File: config.mk
export PLATFORM = sky130hd
export DESIGN_NAME = fetch_unit
export DESIGN_NICKNAME = d
export VERILOG_FILES = /design/src/rtl/fetch_unit_pkg.sv /design/src/rtl/fetch_hold_buf.sv /design/src/rtl/fetch_unit.sv
export SDC_FILE = /design/constraint.sdc
export NUM_CORES = 1
export LEC_CHECK = 0
export ABC_CLOCK_PERIOD_IN_PS = 2680
export BUFFER_PORTS_ARGS = -buffer_cell sky130_fd_sc_hd__buf_2
export CORE_UTILIZATION = 33
export CTS_CLUSTER_DIAMETER = 50
export DETAILED_ROUTE_END_ITERATION = 8
export GPL_TIMING_DRIVEN = 0
export RECOVER_POWER = 100
export REMOVE_ABC_BUFFERS = 1
export SETUP_SLACK_MARGIN = 0.15
export SYNTH_ARGS = -nofsm -noshare
export SYNTH_HDL_FRONTEND = slang
export SYNTH_SLANG_ARGS = --single-unit
File: constraint.sdc
create_clock -name clk_i -period 2.68 [get_ports clk_i]
set_input_delay 0.402 -clock clk_i [delete_from_list [all_inputs] [get_ports clk_i]]
set_output_delay 0.402 -clock clk_i [all_outputs]
set_load 0.03 [all_outputs]
File: src/rtl/fetch_unit_pkg.sv
// Shared types and constants for the instruction fetch stage.
package fetch_unit_pkg;

  localparam logic [31:0] NOP_INST_DEFAULT = 32'h0000_0000;

  // Stall-vector geometry; bit STALL_ID freezes the ID-side registers.
  localparam int unsigned STALL_W  = 6;
  localparam int unsigned STALL_ID = 1;

  typedef enum logic [2:0] {
    S_IDLE,
    S_REQ,
    S_WAIT,
    S_HOLD,
    S_DRAIN
  } fetch_state_e;

  typedef struct packed {
    logic [31:0] pc;
    logic [31:0] inst;
  } fetch_entry_t;

endpackage

File: src/rtl/fetch_hold_buf.sv
// One-entry PC/instruction buffer that parks a fetched word while ID is stalled.
module fetch_hold_buf
  import fetch_unit_pkg::*;
(
  input  logic         clk_i,
  input  logic         rst_ni,
  input  logic         load_i,
  input  logic         drain_i,
  input  logic         clear_i,
  input  fetch_entry_t entry_i,
  output fetch_entry_t entry_o,
  output logic         valid_o
);

  fetch_entry_t entry_q;
  logic         valid_q;

  // Clear wins over load so a flush in the same cycle never leaves stale data.
  always_ff @(posedge clk_i or negedge rst_ni) begin
    if (!rst_ni) begin
      entry_q <= '0;
      valid_q <= 1'b0;
    end else if (clear_i) begin
      entry_q <= '0;
      valid_q <= 1'b0;
    end else if (load_i) begin
      entry_q <= entry_i;
      valid_q <= 1'b1;
    end else if (drain_i) begin
      valid_q <= 1'b0;
    end
  end

  assign entry_o = entry_q;
  assign valid_o = valid_q;

endmodule

File: src/rtl/fetch_unit.sv
// Instruction fetch stage: one outstanding imem request, ID-side output registers.
module fetch_unit
  import fetch_unit_pkg::*;
#(
  parameter logic [31:0] NOP_INST = NOP_INST_DEFAULT
) (
  input  logic               clk_i,
  input  logic               rst_ni,
  input  logic [STALL_W-1:0] stall_i,
  input  logic               flush_i,
  input  logic [31:0]        pc_i,
  output logic               imem_req_o,
  output logic [31:0]        imem_addr_o,
  input  logic               imem_gnt_i,
  input  logic               imem_rvalid_i,
  input  logic [31:0]        imem_rdata_i,
  output logic [31:0]        id_pc_o,
  output logic [31:0]        id_inst_o,
  output logic               id_valid_o,
  output logic               stallreq_if_o
);

  fetch_state_e state_q;
  logic [31:0]  fpc_q;
  logic [31:0]  id_pc_q;
  logic [31:0]  id_inst_q;
  logic         id_valid_q;

  logic         id_stall;
  logic         wait_hit;
  logic         hold_hit;
  logic         deliver;
  logic         hb_load;
  logic         hb_drain;
  logic         hb_valid;
  fetch_entry_t hb_in;
  fetch_entry_t hb_out;
  logic         unused_stall;

  assign id_stall     = stall_i[STALL_ID];
  assign unused_stall = ^{stall_i[STALL_W-1:STALL_ID+1], stall_i[STALL_ID-1:0]};

  assign wait_hit = (state_q == S_WAIT) && imem_rvalid_i;
  assign hold_hit = (state_q == S_HOLD) && hb_valid;
  assign deliver  = !flush_i && !id_stall && (wait_hit || hold_hit);

  assign hb_load  = wait_hit && id_stall && !flush_i;
  assign hb_drain = hold_hit && deliver;
  assign hb_in    = '{pc: fpc_q, inst: imem_rdata_i};

  fetch_hold_buf u_hold_buf (
    .clk_i   (clk_i),
    .rst_ni  (rst_ni),
    .load_i  (hb_load),
    .drain_i (hb_drain),
    .clear_i (flush_i),
    .entry_i (hb_in),
    .entry_o (hb_out),
    .valid_o (hb_valid)
  );

  assign imem_req_o  = (state_q == S_REQ);
  assign imem_addr_o = pc_i;

  // The PC stage advances only on a delivery or a redirect; IDLE/DRAIN always hold it.
  always_comb begin
    stallreq_if_o = 1'b1;
    if (deliver) begin
      stallreq_if_o = 1'b0;
    end else if (flush_i && (state_q != S_IDLE) && (state_q != S_DRAIN)) begin
      stallreq_if_o = 1'b0;
    end
  end

  always_ff @(posedge clk_i or negedge rst_ni) begin
    if (!rst_ni) begin
      state_q    <= S_IDLE;
      fpc_q      <= '0;
      id_pc_q    <= '0;
      id_inst_q  <= NOP_INST;
      id_valid_q <= 1'b0;
    end else begin
      if (flush_i) begin
        id_inst_q  <= NOP_INST;
        id_valid_q <= 1'b0;
      end else if (!id_stall) begin
        if (wait_hit) begin
          id_pc_q    <= fpc_q;
          id_inst_q  <= imem_rdata_i;
          id_valid_q <= 1'b1;
        end else if (hold_hit) begin
          id_pc_q    <= hb_out.pc;
          id_inst_q  <= hb_out.inst;
          id_valid_q <= 1'b1;
        end else begin
          id_inst_q  <= NOP_INST;
          id_valid_q <= 1'b0;
        end
      end

      case (state_q)
        S_IDLE: state_q <= S_REQ;
        S_REQ: begin
          if (imem_gnt_i) begin
            fpc_q   <= pc_i;
            state_q <= flush_i ? S_DRAIN : S_WAIT;
          end
        end
        S_WAIT: begin
          if (imem_rvalid_i) begin
            state_q <= (flush_i || !id_stall) ? S_REQ : S_HOLD;
          end else if (flush_i) begin
            state_q <= S_DRAIN;
          end
        end
        S_HOLD: begin
          if (flush_i || !id_stall) begin
            state_q <= S_REQ;
          end
        end
        S_DRAIN: begin
          if (imem_rvalid_i) begin
            state_q <= S_REQ;
          end
        end
        default: state_q <= S_IDLE;
      endcase
    end
  end

  assign id_pc_o    = id_pc_q;
  assign id_inst_o  = id_inst_q;
  assign id_valid_o = id_valid_q;

endmodule
==> results.sh <==
export IMPL_cp_required_ns=3.02
export IMPL_start_kind="flop"
export IMPL_crit_path_max_incr_delay_ns=0.67
export IMPL_crit_type="flop to flop"
export IMPL_wl_per_cell_um=17.1
export IMPL_die_area_mm2=0.0249
export IMPL_timing_fmax_ghz=0.432
export IMPL_cp_num_buf_inv=1
export IMPL_pwr_share_clk=0.322
export IMPL_antenna_left=0
export IMPL_p_total_mw=8.23
export IMPL_cp_slowest_cell="nand2b_2"
export IMPL_synth_edf_count=0
export IMPL_vdd_ir_drop_max_uv=394
export IMPL_drive_above_1_share=0.198
export IMPL_core_area_mm2=0.0236
export IMPL_path_cells="nand2b_2, a21oi_4, clkbuf_4, a2bb2oi_1"
export IMPL_cts_tree="yes"
export IMPL_vias_per_cell=4.87
export IMPL_numCtsBuffers=17
export IMPL_arrival_ns=2.65
export IMPL_grt_pass1_vias=5477
export IMPL_initial_core_util=0.339
export IMPL_avgSynthCellArea_um2=11.4
export IMPL_drt_iter0_drc=255
export IMPL_critical_path_max_fanout=33
export IMPL_fin_skew_ns=0.00861
export IMPL_power_switching_mw=2.79
export IMPL_synth_most_common_cell="dfrtp_1"
export IMPL_grt_setup_unrepaired="false"
export IMPL_die_x_um=158
export IMPL_wl_mm=19.6
export IMPL_finish_net_count=885
export IMPL_synthToLayoutAreaGrowth_pct=16.5
export IMPL_hp_class="primary input to flop"
export IMPL_final_core_util=0.395
export IMPL_dp_hpwl_mm=11.6
export IMPL_final_max_slew_viol_count=0
export IMPL_cts_root_buf="clkbuf_16"
export IMPL_place_ws_ns=-1.10
export IMPL_htreeDepth=4
export IMPL_io_buffers=168
export IMPL_finalWorstSetupSlack_ns=0.363
export IMPL_placement_rows=56
export IMPL_period_needed_ns=2.32
export IMPL_synth_seq_cells=165
export IMPL_ys_seq_area_frac=0.516
export IMPL_tightest_slew_ns=1.15
export IMPL_pin_count=174
export IMPL_nFillCells=2362
export IMPL_power_frac_seq=0.414
export IMPL_p_comb_frac=0.265
export IMPL_drtPass1Iterations=5
export IMPL_yosysWarningCount=0
export IMPL_drcViolationCount=0
export IMPL_fin_crit_sh=0.865
export IMPL_seq_area_mm2=0.00413
export IMPL_synthArstFlopShare=1.00
export IMPL_grt_overflow=0
export IMPL_synth_cell_area_mm2=0.00801
export IMPL_cts_sinks=165
export IMPL_vias=5570
export IMPL_critPathCaptureType="flop"
export IMPL_grt_max_degree=86
export IMPL_swShare=0.339
export IMPL_grtUsageTotal=0.161
export IMPL_netlist_instances=700
export IMPL_internal_power_mw=5.44
export IMPL_antenna_found_initial=1
export IMPL_whs_ns=0.219
export IMPL_synthTopCellsByCount="165 x dfrtp_1, 131 x nand2b_1, 64 x mux2i_1"
export IMPL_die_h_um=158
export IMPL_hold_viol_final=0
export IMPL_multi_input_area_mm2=0.00323
export IMPL_synth_area_leader_cell="dfrtp_1"
export IMPL_grt_pass1_wl_mm=30.7
export IMPL_worstSkewPairLatency_ns=0.42
export IMPL_slew_headroom=0.235
export IMPL_p_per_area_mw_per_mm2=882
export IMPL_synth_area_top_cells="dfrtp_1 52%, nand2b_1 10%, mux2i_1 8.0%"
export IMPL_synthFlopType="dfrtp_1"
export IMPL_clockBufferDepth=2
export IMPL_maxCapViolations=0
export IMPL_gp_congestion=0.688
export IMPL_crit_family="simple AND/OR/NAND/NOR gates"
export IMPL_fin_cells=1143
export IMPL_leakage_nw=3.91
export IMPL_synth_distinct_cells=33
export IMPL_place_inst=1105
export IMPL_synth_top_area_frac=0.516
export IMPL_clk_pin_slew_ns=0.07
export IMPL_setup_viol=0
export IMPL_status="finished clean"
## worst reg2reg max path, stage by stage (launching register included)
cell       delay, ns
dfrtp_4         0.62
nand2b_2        0.68
a21oi_4         0.39
clkbuf_4        0.36
a2bb2oi_1       0.20
## power by group through the flow
stage / Clock, mW / Combinational, mW / Sequential (mW)
after detailed placement: 0 / 2.32 / 3.50
final: 2.65 / 2.18 / 3.41
after global placement: 0 / 2.27 / 3.50
after CTS: 2.73 / 2.31 / 3.47
after floorplan: 0 / 1.17 / 3.81
after global routing: 2.83 / 2.35 / 3.50
## final cells by class
| cell class | instances | area share |
|---|---|---|
| Clock inverter | 14 | 0.0198 |
| Timing Repair Buffer | 181 | 0.101 |
| Inverter | 1 | 0.000402 |
| Clock buffer | 18 | 0.0471 |
| Antenna cell | 1 | 0.000268 |
| Sequential cell | 165 | 0.443 |
| Multi-Input combinational cell | 444 | 0.346 |
| Tap cell | 319 | 0.0428 |
## repair_timing
| action | 4_1_cts | 5_1_grt |
|---|---|---|
| endpoints found under the setup margin | 99 | 1 |
| hold buffers | 1 | 0 |
| resized for setup | 4 | 1 |
| gates cloned | 1 | 0 |
| hold endpoints to repair | 20 | 0 |
| pin swaps | 2 | 0 |
| setup buffers | 2 | 1 |
## stage by stage
step           instance area [µm²]  setup TNS, ns
5_1_grt                       9330              0
6_report                      9330              0
2_1_floorplan                 7490         -18.45
3_3_place_gp                  8730        -491.02
3_5_place_dp                  8940         -40.48
4_1_cts                       9610              0
## final timing paths
path | start | slack (ns) | end | cells after the start
worst min-delay path | pc_i[24] | 0.22 | fpc_q[24] | 2
max in group asynchronous | rst_ni | 1.26 | state_q[0] | 3
worst min register to register | id_inst_o[13] | 0.48 | id_inst_o[13] | 2
worst max-delay path | state_q[0] | 0.36 | id_pc_o[8] | 4
min in group asynchronous | rst_ni | 0.52 | id_pc_o[24] | 2
worst max register to register | state_q[0] | 0.36 | id_pc_o[8] | 4
## cell families (layout without fill, tap and decap cells)
group           count (synthesis)  after routing  synth area share
simple gates                  207            208             0.147
buf+inv                        92            214            0.0651
other cells                     0              1                 0
flops                         165            165             0.516
compound gates                140            140             0.147
mux                            96             96             0.125
## routing by layer
metal  global-route usage  vias up  routed length, µm
li1                     -     2617                  -
met1                0.216     2772               9260
met2                0.257      168               8990
met3               0.0402       13               1140
met4               0.0444        0                169
met5                    0        -                  0
## sequential cells by signal, indices dropped and copies added, names as in the netlist
signal / cells
id_pc_o: 32
u_hold_buf.entry_o: 64
fpc_q: 32
state_q: 3
u_hold_buf.valid_o: 1
id_inst_o: 32
id_valid_o: 1
## layout by cell type, fill, tap and decap left out, drive strengths merged
| cell | n |
|---|---|
| nand4b | 1 |
| nand2b | 131 |
| nand3b | 2 |
| a21oi | 3 |
| inv | 9 |
| buf | 79 |
| a21boi | 1 |
| mux2 | 32 |
| o21ba | 1 |
| nor2 | 3 |
| nand2 | 59 |
| a2bb2oi | 57 |
| dfrtp | 165 |
| nor2b | 3 |
| o22ai | 32 |
| or4b | 1 |
| clkbuf | 119 |
| a211oi | 1 |
| clkinv | 1 |
| diode | 1 |
| bufinv | 3 |
| o21ai | 38 |
| dlygate4sd3 | 1 |
| nor4b | 1 |
| and2 | 4 |
| nor3b | 2 |
| and3 | 1 |
| a22oi | 7 |
| clkinvlp | 2 |
| mux2i | 64 |
Power figures use the tool's default switching activity.
